`config.mk`:
```
export PLATFORM = sky130hd
export DESIGN_NAME = jk_mod_counter
export DESIGN_NICKNAME = d
export VERILOG_FILES = /design/src/rtl/jk_counter_pkg.sv /design/src/rtl/jk_ff.sv /design/src/rtl/jk_mod_counter.sv
export SDC_FILE = /design/constraint.sdc
export NUM_CORES = 1
export LEC_CHECK = 0
export ABC_AREA = 1
export CORE_ASPECT_RATIO = 1.4
export CORE_UTILIZATION = 30
export DETAILED_ROUTE_END_ITERATION = 10
export SYNTH_ARGS = -nofsm -noshare
export SYNTH_HDL_FRONTEND = slang
export SYNTH_SLANG_ARGS = --single-unit
```
`constraint.sdc`:
```
create_clock -name jk_clk -period 2 [get_ports jk_clk]
set_clock_uncertainty 0.1 [all_clocks]
set_input_delay 0.4 -clock jk_clk [delete_from_list [all_inputs] [get_ports jk_clk]]
set_output_delay 0.4 -clock jk_clk [all_outputs]
set_load 0.02 [all_outputs]
```
`src/rtl/jk_counter_pkg.sv`:
```
// Shared types and helpers for the JK-counter family.
package jk_counter_pkg;

    typedef enum logic [1:0] {
        JK_HOLD  = 2'b00,
        JK_CLEAR = 2'b01,
        JK_MAX   = 2'b10,
        JK_COUNT = 2'b11
    } jk_mode_e;

    function automatic int unsigned jk_mod_max(int unsigned modulus);
        return modulus - 1;
    endfunction

endpackage

```
`src/rtl/jk_ff.sv`:
```
// Single JK flip-flop with synchronous active-high reset.
module jk_ff (
    input  logic jk_clk,
    input  logic jk_rs,
    input  logic j,
    input  logic k,
    output logic q
);

    always_ff @(posedge jk_clk) begin
        if (jk_rs) begin
            q <= 1'b0;
        end else begin
            case ({j, k})
                2'b00:   q <= q;
                2'b01:   q <= 1'b0;
                2'b10:   q <= 1'b1;
                default: q <= ~q;
            endcase
        end
    end

endmodule

```
`src/rtl/jk_mod_counter.sv`:
```
// WIDTH-bit modulo-MODULUS up/down counter built from JK flip-flops, with preset,
// saturating parallel load, terminal-count and registered wrap pulse.
module jk_mod_counter
    import jk_counter_pkg::*;
#(
    parameter int unsigned WIDTH   = 4,
    parameter int unsigned MODULUS = 2 ** WIDTH
) (
    input  logic             jk_clk,
    input  logic             jk_rs,
    input  logic             jk_set,
    input  logic             jk_load,
    input  logic [WIDTH-1:0] jk_d,
    input  logic             jk_j,
    input  logic             jk_k,
    input  logic             jk_up,
    output logic [WIDTH-1:0] jk_q,
    output logic             jk_tc,
    output logic             jk_wrap
);

    if (WIDTH < 1 || MODULUS < 2 || MODULUS > (1 << WIDTH)) begin : g_bad_params
        $error("jk_mod_counter: need WIDTH >= 1 and 2 <= MODULUS <= 2**WIDTH");
    end

    // One extra bit keeps MODULUS representable when MODULUS == 2**WIDTH.
    localparam int unsigned    MaxVal = jk_mod_max(MODULUS);
    localparam logic [WIDTH:0] MaxExt = (WIDTH + 1)'(MaxVal);
    localparam logic [WIDTH:0] ModExt = (WIDTH + 1)'(MODULUS);

    logic [WIDTH-1:0] cnt;
    logic [WIDTH-1:0] nxt;
    logic [WIDTH:0]   cnt_ext;
    logic [WIDTH:0]   d_ext;
    logic             at_max;
    logic             at_zero;
    logic             wrap_nxt;
    logic             wrap_q;
    jk_mode_e         mode;

    assign cnt_ext = {1'b0, cnt};
    assign d_ext   = {1'b0, jk_d};
    assign at_max  = (cnt_ext == MaxExt);
    assign at_zero = (cnt_ext == '0);
    assign mode    = jk_mode_e'({jk_j, jk_k});

    always_comb begin
        nxt      = cnt;
        wrap_nxt = 1'b0;
        if (jk_rs) begin
            nxt = '0;
        end else if (jk_set) begin
            nxt = WIDTH'(MaxExt);
        end else if (jk_load) begin
            nxt = (d_ext < ModExt) ? jk_d : WIDTH'(MaxExt);
        end else begin
            unique case (mode)
                JK_HOLD:  nxt = cnt;
                JK_CLEAR: nxt = '0;
                JK_MAX:   nxt = WIDTH'(MaxExt);
                JK_COUNT: begin
                    if (jk_up) begin
                        if (at_max) begin
                            nxt      = '0;
                            wrap_nxt = 1'b1;
                        end else begin
                            nxt = WIDTH'(cnt_ext + 1'b1);
                        end
                    end else begin
                        if (at_zero) begin
                            nxt      = WIDTH'(MaxExt);
                            wrap_nxt = 1'b1;
                        end else begin
                            nxt = WIDTH'(cnt_ext - 1'b1);
                        end
                    end
                end
                default: nxt = cnt;
            endcase
        end
    end

    // Each bit's J/K are chosen so the flip-flop lands on the computed next value.
    for (genvar i = 0; i < WIDTH; i++) begin : g_bit
        jk_ff u_ff (
            .jk_clk (jk_clk),
            .jk_rs  (jk_rs),
            .j      (~cnt[i] & nxt[i]),
            .k      (cnt[i] & ~nxt[i]),
            .q      (cnt[i])
        );
    end

    always_ff @(posedge jk_clk) begin
        if (jk_rs) begin
            wrap_q <= 1'b0;
        end else begin
            wrap_q <= wrap_nxt;
        end
    end

    assign jk_q    = cnt;
    assign jk_wrap = wrap_q;
    assign jk_tc   = jk_j & jk_k & ~jk_set & ~jk_load & ~jk_rs & (jk_up ? at_max : at_zero);

endmodule

```
# Word-level counts from Yosys, hierarchy flattened
# Index checks and enable logic that the tools add are counted.
classes:
  eq_ne: 12
  reduce_logical: 7
  muxes: 16
  order_cmp: 1
  addsub: 2
  n_bitwise: 25
op_table:
  columns: ["operator", "n"]
  rows:
  - ["4-bit 2-to-1 mux", 7]
  - ["4-bit case mux with 4 select lines", 1]
  - ["1-bit AND", 13]
  - ["2-bit equality test (second input constant)", 6]
  - ["1-bit NOT", 12]
  - ["1-bit case mux with 3 select lines", 4]
  - ["2-bit by 1-bit equality test with 1-bit output (second input constant)", 5]
  - ["2-bit zero test", 5]
  - ["5-bit zero test", 1]
  - ["4-bit by 5-bit < comparator with 1-bit output (second input constant)", 1]
  - ["4-bit by 1-bit adder with 4-bit output (second input constant)", 1]
  - ["4-bit equality test (second input constant)", 1]
  - ["1-bit 2-to-1 mux", 4]
  - ["4-bit OR reduction", 1]
  - ["4-bit by 1-bit subtractor with 4-bit output (second input constant)", 1]
totals:
  inputBits: 11
  output_inout_bits: 6
  regBits: 5
  wordCells: 68

# Longest topological paths before layout
depth:
  word_depth: 11
  ltp_mapped: 13
  depth_no_buf: 12

# Modules after synthesis
# A second synthesis with hierarchy kept.
hier_totals:
  cells_unflattened: 120
  area_unflattened_um2: 729.4
by_module_without_submodules:
  columns: ["mod", "instances", "cells_per_inst", "area_each_um2", "seq_area_each_um2"]
  rows:
  - ["jk_mod_counter", 1, 72, 399.1, 20.0]
  - ["jk_ff", 4, 12, 82.6, 20.0]

# Worst setup path after synthesis
# No wires, ideal clock.
synth_timing:
  path_type: "register to register"
  from: "register g_bit[0].u_ff.q"
  to: "register g_bit[1].u_ff.q"
  slack_ps: 14
  period_less_slack_ps: 1986
  setup_ps: 119
  stages_incl_launch_ff: 11
  arrival_time_ps: 1766
  path_cell_list: "dfxtp_1 inv_1 ha_1 nor2_1 o21ai_1 a21o_1 a21oi_1 inv_1 ha_1 o21ai_0 a21oi_1"
synth_via:
  elab_chain_cells: 11
synth_rtl:
  columns: ["element", "line", "text"]
  rows:
  - ["from (decl)", "jk_ff.sv:7", "output logic q"]
  - ["from (signal assigned)", "jk_ff.sv:15", "2'b00: q <= q;"]
  - ["from (signal assigned)", "jk_ff.sv:18", "default: q <= ~q;"]
  - ["4-bit by 1-bit subtractor with 4-bit output (tied with other cells)", "jk_mod_counter.sv:74", "nxt = WIDTH'(cnt_ext - 1'b1);"]
  - ["4-bit 2-to-1 mux, on equally long branches", "jk_mod_counter.sv:70, jk_mod_counter.sv:63", null]
  - ["4-bit 2-to-1 mux *", "jk_mod_counter.sv:62", "if (jk_up) begin"]
  - ["4-bit case mux with 4 select lines *", "jk_mod_counter.sv:57", "unique case (mode)"]
  - ["4-bit 2-to-1 mux *", "jk_mod_counter.sv:54", "end else if (jk_load) begin"]
  - ["4-bit 2-to-1 mux *", "jk_mod_counter.sv:52", "end else if (jk_set) begin"]
  - ["4-bit 2-to-1 mux *", "jk_mod_counter.sv:50", "if (jk_rs) begin"]
  - ["1-bit NOT", "jk_mod_counter.sv:89", ".k (cnt[i] & ~nxt[i]),"]
  - ["1-bit AND", "jk_mod_counter.sv:89", null]
  - ["2-bit equality test (tied with other cells)", "jk_ff.sv:14", "case ({j, k})"]
  - ["1-bit case mux with 3 select lines", "jk_ff.sv:14", null]
  - ["to (signal assigned)", "jk_ff.sv:15", null]
  - ["to (signal assigned)", "jk_ff.sv:18", null]
  - ["to (decl)", "jk_ff.sv:7", null]
# Mark *: on every way between the ends. The rest lies on a longest branch, timed or not.
# A chain may end at the register's enable or synchronous reset.

# Worst setup path after layout
layout_timing:
  from: "register g_bit[1].u_ff.q"
  to: "output port jk_tc"
layout_via:
  elab_chain_cells: 3
layout_rtl:
  columns: ["element", "line", "text"]
  rows:
  - ["4-bit equality test / 5-bit zero test (equally long branches)", "jk_mod_counter.sv:43, jk_mod_counter.sv:44", null]
  - ["1-bit 2-to-1 mux *", "jk_mod_counter.sv:104", "assign jk_tc = jk_j & jk_k & ~jk_set & ~jk_load & ~jk_rs & (jk_up ? at_max : at_zero);"]
  - ["1-bit AND *", "jk_mod_counter.sv:104", null]
  - ["to (decl)", "jk_mod_counter.sv:18", "output logic jk_tc,"]
# Marks and branches as above.

==> reports/metrics.yaml <==
die_area_mm2: 0.00231
worstSetupEndpointType: "output pin"
ys_warn_count: 0
grtUsageTotal_pct: 18.2
slew_headroom_pct: 85.6
detailroute.via_count: 790
dieWidth_um: 40.9
seq_area_frac_synth_pct: 15.8
final-setup-viol-count: 0
layout-drive-gt1-share_pct: 33.8
routed_via_density: 4.85
portBuffers: 16
firstDrtPassIters: 4
cp_max_fo: 3
hold_viol: 0
core_area_mm2: 0.00197
path_class: "register to output pin"
fin_crit_ps: 1970
synthMuxAreaShare_pct: 0
cts_max_level: 1
slowest_delay_ps: 340
clkTransAtPathRegs_ps: 40
synth_xor_area_share_pct: 0
nNetsFinal: 164
grt_max_degree: 9
synth-simple-area-share_pct: 27.6
drt_iter0_drc: 14
syn2layout_area_growth_pct: 66.7
numCtsBuffers: 3
status: "completed"
die_height_um: 56.4
antenna_found_initial: 0
finalCritPeriodShare_pct: 98.3
instances_no_fill: 163
rsz0062_at_grt: "yes"
clock_latency_ps: 240
p_int_mw: 0.451
critPathRequiredTime_ps: 1500
tritoncts: "yes"
min_path_type: "register to register"
critPathTopFamily: "buffers and inverters"
max-cap-violations: 0
clockBufferDepth: 2
gp_congestion: 0.823
crit_chain: "buf_4 > ha_2 > nand2_1 > nor3_2 > inv_1 > a21oi_2 > buf_4"
grt_pass1_wl_mm: 2.93
worst_slack_ps: 34.9
routedWlPerCell_um: 11.5
p_leak_nw: 0.516
ios: 17
p_switching_mw: 0.323
synthesis.area_um2: 634
syn_area_per_cell_um2: 6.34
post-route-util_pct: 53.6
ir_worst_vdd_v: 0.000342
grt_pass1_vias: 762
cp_slowest_cell: "dfxtp_2"
num_rows: 19
seqPwrFrac_pct: 19.4
grt.overflow.total: 0
drc: 0
synth_top_family_by_area: "simple AND/OR/NAND/NOR gates"
crit_path_frequent_cell: "buf_4"
power_density_mw_per_mm2: 732
arrival_ps: 1470
ant_nets: 0
cp-start-kind: "register"
clock_power_share_pct: 15.0
synthAdderAreaFrac_pct: 19.7
place_inst: 152
synth-compound-area-share_pct: 23.5
start_util_pct: 32.1
synth_cell_type_count: 19
diodes: 0
p_comb_share_pct: 65.5
wl_mm: 1.88
worst_pin_slew_ps: 215
dp.final_hpwl_mm: 1.37
synth_seq_cells: 5
critical_path_buf_inv_count: 3
syn-num-nets: 121
clock-sinks: 5
max_freq_mhz: 509
slew_violations: 0
netSwitchingFraction_pct: 41.7
syn_inst: 100
pre_cts_ws_ps: -641
ff2ff_setup_slack_ps: 80
cts-root-buf: "clkbuf_4"
[registers in the layout, summed over array words and instances, names as in the netlist]
name and cells:
jk_wrap 1, g_bit.u_ff.q 4
[worst min-delay path, stage by stage (launching register included)]
cell and delay [ps]:
dfxtp_2 330, o21ai_1 110, a21oi_1 50
[kinds of logic after synthesis]
group                    after synthesis
AND/OR/NAND/NOR                       41
flip-flops                             5
buffers and inverters                 18
adder cells (fa/ha/maj)               10
AO/OA/AOI/OAI                         26
[cells in the mapped netlist]
library cell	n	share of area, %
dfxtp_1	5	16
nand2_1	21	12
o21ai_1	1	0.79
nor3_2	1	1.6
o21ai_0	5	3.9
buf_2	2	1.6
a21o_1	1	1.2
ha_1	10	20
nor2_1	8	4.7
a21boi_2	1	1.8
o211ai_1	1	1.2
inv_2	3	1.8
a21oi_2	2	2.8
inv_1	9	5.3
a21oi_1	15	12
nand3_1	8	6.3
nor3_1	2	1.6
buf_4	4	4.7
nand4_1	1	0.99
[what timing repair did]
| item | in CTS | in global routing |
|---|---|---|
| pin swaps | 4 | 4 |
| hold buffers | 0 | 0 |
| endpoints found under the setup margin | 3 | 5 |
| buffers inserted | 6 | 1 |
| resized for setup | 12 | 11 |
[power by group through the flow]
stage               logic (mW)  clock network (mW)  registers (mW)
detailed placement       0.471                   0           0.148
global route             0.567               0.127           0.155
floorplan                0.282                   0           0.152
finish                   0.507               0.116           0.150
CTS                      0.483               0.122           0.147
global placement         0.461                   0           0.148
[placed cells by master (no fill, tap or decap), drive strengths merged]
| master | netlist | layout |
|---|---|---|
| o21ai | 6 | 6 |
| clkbuf | 0 | 4 |
| ha | 10 | 10 |
| dfxtp | 5 | 5 |
| nand4 | 1 | 1 |
| a21boi | 1 | 1 |
| dlygate4sd2 | 0 | 2 |
| nor3 | 3 | 3 |
| a21oi | 17 | 17 |
| a21o | 1 | 1 |
| inv | 12 | 12 |
| nand3 | 8 | 8 |
| nand2 | 21 | 21 |
| nor2 | 8 | 8 |
| buf | 6 | 29 |
| clkdlybuf4s50 | 0 | 11 |
| dlymetal6s2s | 0 | 2 |
| o211ai | 1 | 1 |
[final cells by class]
| class | count | area (um2) |
|---|---|---|
| multi-input combinational | 77 | 483 |
| clock buffer | 4 | 26.3 |
| tap | 21 | 26.3 |
| inverter | 12 | 45.0 |
| timing repair buffer | 44 | 374 |
| sequential | 5 | 103 |
| fill | 199 | 916 |
[routing by layer]
layer	track usage (%)	wire length, um	vias to the layer above
met3	1.19	94	7
li1	-	-	412
met5	0	0	-
met2	33.5	979	28
met4	8.57	57	0
met1	18.3	750	343
[final timing paths]
check | to | depth (start not counted) | startpoint
worst max-delay path | jk_tc | 7 | g_bit[1].u_ff.q
worst min-delay path | g_bit[1].u_ff.q | 2 | g_bit[1].u_ff.q
worst max register to register | g_bit[2].u_ff.q | 12 | g_bit[1].u_ff.q
worst min register to register | g_bit[1].u_ff.q | 2 | g_bit[1].u_ff.q
[per-stage QoR]
| stage | TNS [ps] | total power, mW | hold WS (ps) | cell area, um2 |
|---|---|---|---|---|
| floorplan | 0 | 0.434 | 476 | 634 |
| global placement | -1490 | 0.609 | 465 | 938 |
| detailed placement | -1570 | 0.619 | 465 | 938 |
| CTS | 0 | 0.752 | 470 | 1020 |
| global route | -149 | 0.849 | 487 | 1060 |
| finish | 0 | 0.774 | 422 | 1060 |
No activity file was read; power rests on OpenSTA's default activity.
